File: src/rtl/tt_sweep_pkg.sv
// Shared types and limits for the truth-table sweep engine.
package tt_sweep_pkg;

  // Sweep controller states; also exported on the interface for debug.
  typedef enum logic [1:0] {
    IDLE = 2'd0,
    RUN  = 2'd1,
    DONE = 2'd2
  } state_t;

  // Largest supported number of driven DUT inputs.
  localparam int MAX_N_IN = 8;

endpackage

File: src/rtl/truth_table_sweep_if.sv
// Signal bundle between the sweep engine (slave) and whoever drives it (master).
//
// Handshake: start is a level sampled on every rising edge. It is accepted
// only in IDLE or DONE. busy is high for the whole sweep. done is high in DONE
// and, in loop mode, for one cycle at the end of each sweep. pass, table_out
// and mismatch_cnt are meaningful while done is high.
interface truth_table_sweep_if #(
  parameter int N_IN = 3
);
  logic                   start;
  logic                   loop;
  logic [(1<<N_IN)-1:0]   expected;
  logic                   y_in;
  logic [N_IN-1:0]        vec_out;
  logic                   busy;
  logic                   done;
  logic                   pass;
  logic [(1<<N_IN)-1:0]   table_out;
  logic [N_IN:0]          mismatch_cnt;
  tt_sweep_pkg::state_t   state;

  modport master (
    output start, loop, expected, y_in,
    input  vec_out, busy, done, pass, table_out, mismatch_cnt, state
  );

  modport slave (
    input  start, loop, expected, y_in,
    output vec_out, busy, done, pass, table_out, mismatch_cnt, state
  );
endinterface

File: src/rtl/dwell_timer.sv
// Counts the cycles a vector is held; tick marks the last cycle of the hold.
module dwell_timer #(
  parameter int DWELL = 10
) (
  input  logic clk,
  input  logic reset,
  input  logic clear,
  input  logic en,
  output logic tick
);
  localparam int CW = (DWELL > 1) ? $clog2(DWELL) : 1;
  localparam logic [CW-1:0] LAST = CW'(DWELL - 1);

  logic [CW-1:0] cnt_q, cnt_d;

  assign tick = (cnt_q == LAST);

  // Next count: clear wins, otherwise count up and wrap after the sample cycle.
  always_comb begin
    cnt_d = cnt_q;
    if (clear) begin
      cnt_d = '0;
    end else if (en) begin
      cnt_d = tick ? '0 : cnt_q + CW'(1);
    end
  end

  // Counter register with synchronous reset.
  always_ff @(posedge clk) begin
    if (reset) cnt_q <= '0;
    else       cnt_q <= cnt_d;
  end
endmodule

File: src/rtl/truth_table_sweep.sv
// Steps an external combinational DUT through every input vector, captures
// its response into a truth table and compares it against a golden table.
module truth_table_sweep
  import tt_sweep_pkg::*;
#(
  parameter int N_IN  = 3,
  parameter int DWELL = 10
) (
  input  logic                clk,
  input  logic                reset,
  truth_table_sweep_if.slave  bus
);
  localparam int NV = 1 << N_IN;
  localparam logic [N_IN-1:0] LAST_IDX = N_IN'(NV - 1);

  state_t            state_q, state_d;
  logic [N_IN-1:0]   idx_q, idx_d;
  logic [NV-1:0]     table_q, table_d;
  logic [N_IN:0]     mis_q, mis_d;
  logic              done_q, done_d;
  logic              pass_q, pass_d;
  logic              tick;

  // The hold counter runs only in RUN and is parked at zero otherwise, so a
  // sweep always starts with a full dwell on vector 0.
  dwell_timer #(.DWELL(DWELL)) u_dwell (
    .clk   (clk),
    .reset (reset),
    .clear (state_q != RUN),
    .en    (state_q == RUN),
    .tick  (tick)
  );

  // Sweep sequencing, capture and scoring.
  always_comb begin
    state_d = state_q;
    idx_d   = idx_q;
    table_d = table_q;
    mis_d   = mis_q;
    done_d  = done_q;
    pass_d  = pass_q;
    case (state_q)
      IDLE, DONE: begin
        if (bus.start) begin
          state_d = RUN;
          idx_d   = '0;
          table_d = '0;
          mis_d   = '0;
          done_d  = 1'b0;
          pass_d  = 1'b0;
        end
      end
      RUN: begin
        done_d = 1'b0;
        // First cycle after a loop wrap: results were shown for one cycle,
        // start the new sweep clean. DWELL >= 2 keeps this off a sample cycle.
        if (done_q) begin
          table_d = '0;
          mis_d   = '0;
        end
        if (tick) begin
          table_d[idx_q] = bus.y_in;
          if (bus.y_in != bus.expected[idx_q]) mis_d = mis_d + (N_IN+1)'(1);
          if (idx_q == LAST_IDX) begin
            pass_d = (table_d == bus.expected);
            done_d = 1'b1;
            if (bus.loop) begin
              idx_d = idx_q + N_IN'(1);  // wraps to 0
            end else begin
              state_d = DONE;
              idx_d   = '0;
            end
          end else begin
            idx_d = idx_q + N_IN'(1);
          end
        end
      end
      default: begin
        state_d = IDLE;
        idx_d   = '0;
      end
    endcase
  end

  // State and result registers with synchronous reset.
  always_ff @(posedge clk) begin
    if (reset) begin
      state_q <= IDLE;
      idx_q   <= '0;
      table_q <= '0;
      mis_q   <= '0;
      done_q  <= 1'b0;
      pass_q  <= 1'b0;
    end else begin
      state_q <= state_d;
      idx_q   <= idx_d;
      table_q <= table_d;
      mis_q   <= mis_d;
      done_q  <= done_d;
      pass_q  <= pass_d;
    end
  end

  assign bus.vec_out      = idx_q;
  assign bus.busy         = (state_q == RUN);
  assign bus.done         = done_q;
  assign bus.pass         = pass_q;
  assign bus.table_out    = table_q;
  assign bus.mismatch_cnt = mis_q;
  assign bus.state        = state_q;
endmodule

File: src/flat_wrapper.sv
// flat-port wrapper written by rule: the top's interface ports become plain ports
module truth_table_sweep_flat import tt_sweep_pkg::*;
#(
  parameter int N_IN  = 3,
  parameter int DWELL = 10
)
  (clk, reset, bus_start, bus_loop, bus_expected, bus_y_in, bus_vec_out, bus_busy, bus_done, bus_pass, bus_table_out, bus_mismatch_cnt, bus_state);
  truth_table_sweep_if #(.N_IN(N_IN)) bus_i ();
  input  logic clk;
  input  logic reset;
  input wire logic [$bits(bus_i.start)-1:0] bus_start;
  input wire logic [$bits(bus_i.loop)-1:0] bus_loop;
  input wire logic [$bits(bus_i.expected)-1:0] bus_expected;
  input wire logic [$bits(bus_i.y_in)-1:0] bus_y_in;
  output wire logic [$bits(bus_i.vec_out)-1:0] bus_vec_out;
  output wire logic [$bits(bus_i.busy)-1:0] bus_busy;
  output wire logic [$bits(bus_i.done)-1:0] bus_done;
  output wire logic [$bits(bus_i.pass)-1:0] bus_pass;
  output wire logic [$bits(bus_i.table_out)-1:0] bus_table_out;
  output wire logic [$bits(bus_i.mismatch_cnt)-1:0] bus_mismatch_cnt;
  output wire logic [$bits(bus_i.state)-1:0] bus_state;
  assign bus_i.start = bus_start;
  assign bus_i.loop = bus_loop;
  assign bus_i.expected = bus_expected;
  assign bus_i.y_in = bus_y_in;
  assign bus_vec_out = bus_i.vec_out;
  assign bus_busy = bus_i.busy;
  assign bus_done = bus_i.done;
  assign bus_pass = bus_i.pass;
  assign bus_table_out = bus_i.table_out;
  assign bus_mismatch_cnt = bus_i.mismatch_cnt;
  assign bus_state = bus_i.state;
  truth_table_sweep #(.N_IN(N_IN), .DWELL(DWELL)) u_core (.clk(clk), .reset(reset), .bus(bus_i));
endmodule
File: config.mk
export PLATFORM = sky130hd
export DESIGN_NAME = truth_table_sweep_flat
export DESIGN_NICKNAME = d
export VERILOG_FILES = /design/src/rtl/tt_sweep_pkg.sv /design/src/rtl/truth_table_sweep_if.sv /design/src/rtl/dwell_timer.sv /design/src/rtl/truth_table_sweep.sv /design/src/flat_wrapper.sv
export SDC_FILE = /design/constraint.sdc
export NUM_CORES = 1
export LEC_CHECK = 0
export ABC_AREA = 1
export BUFFER_PORTS_ARGS = -buffer_cell sky130_fd_sc_hd__buf_4
export CAP_MARGIN = 15
export CORE_AREA = 3 3 54 81
export CTS_BUF_LIST = sky130_fd_sc_hd__clkbuf_4 sky130_fd_sc_hd__clkbuf_8
export CTS_CLUSTER_SIZE = 8
export DETAILED_ROUTE_END_ITERATION = 10
export DIE_AREA = 0 0 57 84
export GPL_TIMING_DRIVEN = 0
export PLACE_DENSITY = 0.72
export SLEW_MARGIN = 20
export SYNTH_ARGS = -nofsm -noshare
export SYNTH_HDL_FRONTEND = slang
export SYNTH_SLANG_ARGS = --single-unit
File: constraint.sdc
create_clock -name clk -period 4.2 [get_ports clk]
set_input_delay 0.42 -clock clk [delete_from_list [all_inputs] [get_ports clk]]
set_output_delay 0.42 -clock clk [all_outputs]
set_load 0.02 [all_outputs]
# Word level (Yosys, flattened, before mapping)
# Index checks and enable logic that the tools add are counted.
# word_totals
reg_bits	23
out_inout_bits	20
wordCells	66
# op_classes
n_addsub	3
n_lt_le_gt_ge	2
eq_ne	11
muxes	34
reduce_logical	9
# op_table
operator	n
8-bit two-way mux	4
4-bit two-way mux	6
8-bit one-hot mux with 2 select lines	1
3-bit two-way mux	4
4-bit by 1-bit adder with 4-bit output, second input constant	2
8-bit bitwise mux	1
8-bit equality test	1
2-bit two-way mux	4
4-bit one-hot mux with 2 select lines	1
4-bit AND reduction	2
1-bit two-way mux	7
2-bit by 1-bit != test with 1-bit output, second input constant	3
3-bit one-hot mux with 2 select lines	1
4-bit equality test, second input constant	1
3-bit by 4-bit less-than comparator with 1-bit output, second input constant	1
2-bit != test, second input constant	2
1-bit one-hot mux with 2 select lines	2
2-bit one-hot mux with 2 select lines	1
2-bit AND reduction	2
2-bit OR reduction	2
3-bit by 1-bit adder with 3-bit output, second input constant	1
1-bit binary-select mux with 3-bit select	1
1-bit demux with 3-bit select	1
3-bit equality test, second input constant	1
other kinds (7)	7

# Longest topological paths before layout
# logic_depth
depth_word	9
depth_mapped	13
ltp_nobuf	12

# Modules after synthesis
# From an unflattened synthesis, not the netlist that was laid out.
# unflattened
hier_cells	246
area_unflattened_um2	1517.7
# by_module_without_submodules
mod	n_inst	cells_per_inst	area_per_inst_um2	seq_area_each_um2
truth_table_sweep	1	215	1312.5	380.4
dwell_timer	1	31	205.2	80.1

# Worst setup path before layout
# No wires, ideal clock.
# synth_timing
path_type	register to register
startpoint	reg u_core.state_q[0], in the netlist u_core.bus.state[0]
endpoint	reg u_core.idx_q[2], in the netlist u_core.bus.vec_out[2]
setup_ns	0.086
arrival_time_ns	1.476
required_time_ns	4.114
setup_slack_ns	2.638
stages_incl_launch_ff	9
path_buffers	0
period_less_slack_ns	1.562
cell_sequence	dfxtp_1 -> inv_1 -> nor2_8 -> inv_2 -> nor2_1 -> nor2_1 -> o211ai_1 -> nand2_1 -> a211oi_1
# synth_between
word_cells_on_any_way	8
classes_between	4 x eq/ne; 1 x mux; 3 x reduce/logical
# synth_lines
item	line	rtl
from (decl)	truth_table_sweep.sv:16	state_t state_q, state_d;
from (signal assigned)	truth_table_sweep.sv:95	state_q <= state_d;
2-bit by 1-bit equality test with 1-bit output *	--	
named net bus_busy	flat_wrapper.sv:16	output wire logic [$bits(bus_i.busy)-1:0] bus_busy;
2-bit by 1-bit != test with 1-bit output (no line)	--	
2-bit AND reduction (no line)	--	
to (signal assigned)	truth_table_sweep.sv:96	idx_q <= idx_d;
to (decl)	truth_table_sweep.sv:17	logic [N_IN-1:0] idx_q, idx_d;
# Mark *: on every way through the listed nets, which the timed path passes. The rest lies on a longest branch.
# A chain may end at the register's enable or synchronous reset.

# Worst setup path after layout
# layout_timing
startpoint	reg u_core.idx_q[2], in the netlist u_core.bus.vec_out[2]
endpoint	reg u_core.mis_q[0], in the netlist u_core.bus.mismatch_cnt[0]
# layout_between
elab_chain_cells	6
# layout_lines
item	line	rtl
1-bit binary-select mux with 3-bit select	truth_table_sweep.sv:63	if (bus.y_in != bus.expected[idx_q]) mis_d = mis_d + (N_IN+1)'(1);
1-bit two-way mux (implied by the code)	truth_table_sweep.sv:63	
1-bit != test	truth_table_sweep.sv:63	
4-bit two-way mux	truth_table_sweep.sv:63	
4-bit two-way mux	truth_table_sweep.sv:61	if (tick) begin
4-bit one-hot mux with 2 select lines	truth_table_sweep.sv:42	case (state_q)
to (signal assigned)	truth_table_sweep.sv:98	mis_q <= mis_d;
to (decl)	truth_table_sweep.sv:19	logic [N_IN:0] mis_q, mis_d;
# Every way passes these cells. The select of a mux whose other input is x is not followed.

==> metrics.md <==
| Metric | Value |
|---|---|
| Outcome | finished, final reports clean |
| Cell Chain, Critical Path | inv_2, nor2_2, nand3_1, nand2_1, nor2_1, nand2_1, nand2_1, nor2_1, nand2_1, nand3_1, a21oi_1 |
| Routed len/inst | 10.7 µm |
| Flop pwr share | 48.1% |
| Asr flop ratio synth | 0% |
| Die X | 57 µm |
| Hold Crit Endpoint | u_core.bus.state[0] |
| WP buf/inv | 1 |
| Clk pwr share | 31.1% |
| Period minus WS final | 1.62 ns |
| Initial antenna violation count | 0 |
| H-tree levels | 1 |
| Worst path top cell family by delay | simple AND/OR/NAND/NOR gates |
| Dominant synthesized flop cell | dfxtp_1 |
| Initial Utilization | 40.1% |
| Max-Cap Viols | 0 |
| Sw Pwr | 152 µW |
| Final Wtd Congestion | 0.869 |
| R2R Setup Slk | 2.58 ns |
| Die Area | 4790 µm² |
| Logic gate share of total power | 20.8% |
| Number of synthesized flops with an enable pin | 0 |
| Sequential element share of the synthesized area | 30.9% |
| Commonest non-fill, non-tap cell in the layout | nand2_1 |
| Area grow syn2layout | 23.0% |
| I/O pin cnt | 33 |
| Critical path's largest stage delay | 0.48 ns |
| Largest net degree at the start of global routing | 15 |
| Slew HR | 67.0% |
| Site Rows | 27 |
| CTS resizes | 0 |
| Net Sw Frac | 31.8% |
| Clk buf depth | 2 |
| Final non-filler cell total | 320 |
| Die H | 84 µm |
| Diode count | 0 |
| Fin crit share | 38.5% |
| Routed via count | 1,511 |
| CP Class | flip-flop to flip-flop |
| Clock Skew | 0.00544 ns |
| Synthesis Warnings | 0 |
| Reg2reg end | u_core.bus.mismatch_cnt[0] |
| Layout cells sized above 1 | 18.8% |
| GRT overflow | 0 |
| Clock sinks | 23 |
| IR drop worst, VDD | 176 µV |
| Syn Inst Count | 241 |
| Worst Max-Slew Pin Slew | 0.495 ns |
| First-pass GRT wire length | 5.90 mm |
| Total CTS buffers | 3 |
| Inst Count DP | 316 |
| CP arrival | 1.76 ns |
| Hold_sp | bus_start |
| Maximum clock frequency | 0.618 GHz |
| Dpl hpwl | 2.70 mm |
| Syn avg cell area | 6.18 µm² |
| Final hold vios | 0 |
| Number of synthesized register bits | 23 |
| RSZ-0062 raised after global routing | no |
| Slew Viols, Final | 0 |
| Final setup viols | 0 |
| Post-synth cell types | 26 |
| DRC viols | 0 |
| Most used cell along the critical path | nand2_1 |
| Int Pwr | 326 µW |
| Initial drt markers | 36 |
| Worst-skew pair later-pin latency | 0.27 ns |
| PD cells | 261 nW/µm² |
| Worst EP required | 4.34 ns |
| Hold path cells | 3 |
| CP Capture Type | flip-flop |
| Commonest non-fill, non-tap cells in the layout | nand2_1 (82), inv_1 (34), buf_4 (32), dfxtp_1 (23), nor2_1 (22) |
| TritonRoute pass-1 iters | 4 |
| Post-Syn Area | 1490 µm² |
| Reg-to-Reg Start | u_core.bus.vec_out[2] |
| Syn nets | 257 |
| Setup TNS Final | 0 ns |
| CTS root buffer | clkbuf_8 |
| Cts hold-fix bufs | 0 |
| Routed Antenna Nets | 0 |
| Crit path max fanout | 6 |
| Vias per cell | 4.72 |
| Slowest CP cell | dfxtp_1 |
| Post-CTS Setup Bufs | 0 |
| Reg2Reg Depth | 11 |
| Core area | 3720 µm² |
| CTS tree | done |
| Crit path launch type | flip-flop |
| Worst min-delay path category | primary input to flip-flop |
| Leakage power total | 0.000914 µW |
| Drt total wl | 3.44 mm |
| Total global-route track usage | 15.1% |
| Final nets | 294 |
| IO Port Bufs | 32 |
| Clock transition at path regs | 0.09 ns |
| Vias in the first global route | 1,395 |
[cell families (layout without fill, tap and decap cells)]
kind of cell / after synthesis / count (layout) / synth area share, %
XOR/XNOR: 8 / 8 / 4.70
flip-flops: 23 / 23 / 30.9
AO/OA/AOI/OAI: 33 / 33 / 11.7
adder cells (fa/ha/maj): 3 / 3 / 2.52
buffers and inverters: 45 / 81 / 12.1
AND/OR/NAND/NOR: 129 / 129 / 38.1
[sequential cells by signal, summed over array words and instances, names as in the netlist]
register / cells
u_core.bus.pass: 1
u_core.bus.table_out: 8
u_core.bus.state: 2
u_core.bus.done: 1
u_core.bus.mismatch_cnt: 4
u_core.u_dwell.cnt_q: 4
u_core.bus.vec_out: 3
[per-layer routing]
layer	share of wire, %	GRT usage [%]
met1	43	17.1
met2	51	27.6
met3	4.2	2.17
met4	1.8	5.49
met5	0	0
[per-stage QoR]
stage	hold slack (ns)	total power (µW)	instance area [µm²]	utilization (%)	setup WS (ns)
floorplan	0.489	302	1490	-	2.64
global placement	0.473	334	1780	48.0	2.56
detailed placement	0.475	335	1780	48.0	2.55
CTS	0.473	485	1830	49.3	2.57
global route	0.495	502	1830	49.3	2.35
finish	0.477	478	1830	49.3	2.58
[final cells by class]
| type | count | area, µm² |
|---|---|---|
| Fill cell | 419 | 1880 |
| Multi-Input combinational cell | 173 | 850 |
| Sequential cell | 23 | 460 |
| Timing Repair Buffer | 32 | 240 |
| Inverter | 42 | 160 |
| Tap cell | 43 | 53.8 |
| Clock buffer | 3 | 41.3 |
| Buffer | 3 | 20.0 |
| Clock inverter | 1 | 7.51 |
[synth_stat cells, types with 2 or more instances]
master    number  area [µm²]
nand2_1       82         308
inv_1         34         128
dfxtp_1       23         460
nor2_1        22        82.6
a21oi_1       12        60.1
nand3_1       10        50.1
o21ai_0       10        50.1
o21ai_1        8        40.0
xor2_1         6        52.6
inv_2          5        18.8
nand4_1        4        25.0
nor2_2         4        25.0
ha_1           3        37.5
nor3_1         3        15.0
clkinv_1       2        7.51
nor2_8         2        40.0
xnor2_1        2        17.5
[worst max path at each step]
stage	from	to	slack (ns)	cells after the start
floorplan	u_core.bus.state[0]	u_core.bus.vec_out[2]	2.64	8
global placement	bus_y_in	u_core.bus.pass	2.56	8
detailed placement	bus_y_in	u_core.bus.pass	2.55	8
CTS	u_core.bus.vec_out[2]	u_core.bus.mismatch_cnt[0]	2.57	11
global route	u_core.bus.state[0]	u_core.bus.table_out[2]	2.35	10
finish	u_core.bus.vec_out[2]	u_core.bus.mismatch_cnt[0]	2.58	11
[worst min-delay path, stage by stage]
cell and delay (ns):
buf_4 0.11, nand2_1 0.10, a21oi_1 0.07
[power by group through the flow]
stage	Combinational, µW	Sequential, µW	Clock [µW]
after floorplan	62.8	239	0
after detailed placement	99.7	235	0
after global placement	99.4	235	0
after CTS	99.9	230	156
final	99.2	230	149
after global routing	111	231	159
Power figures use the tool's default switching activity.
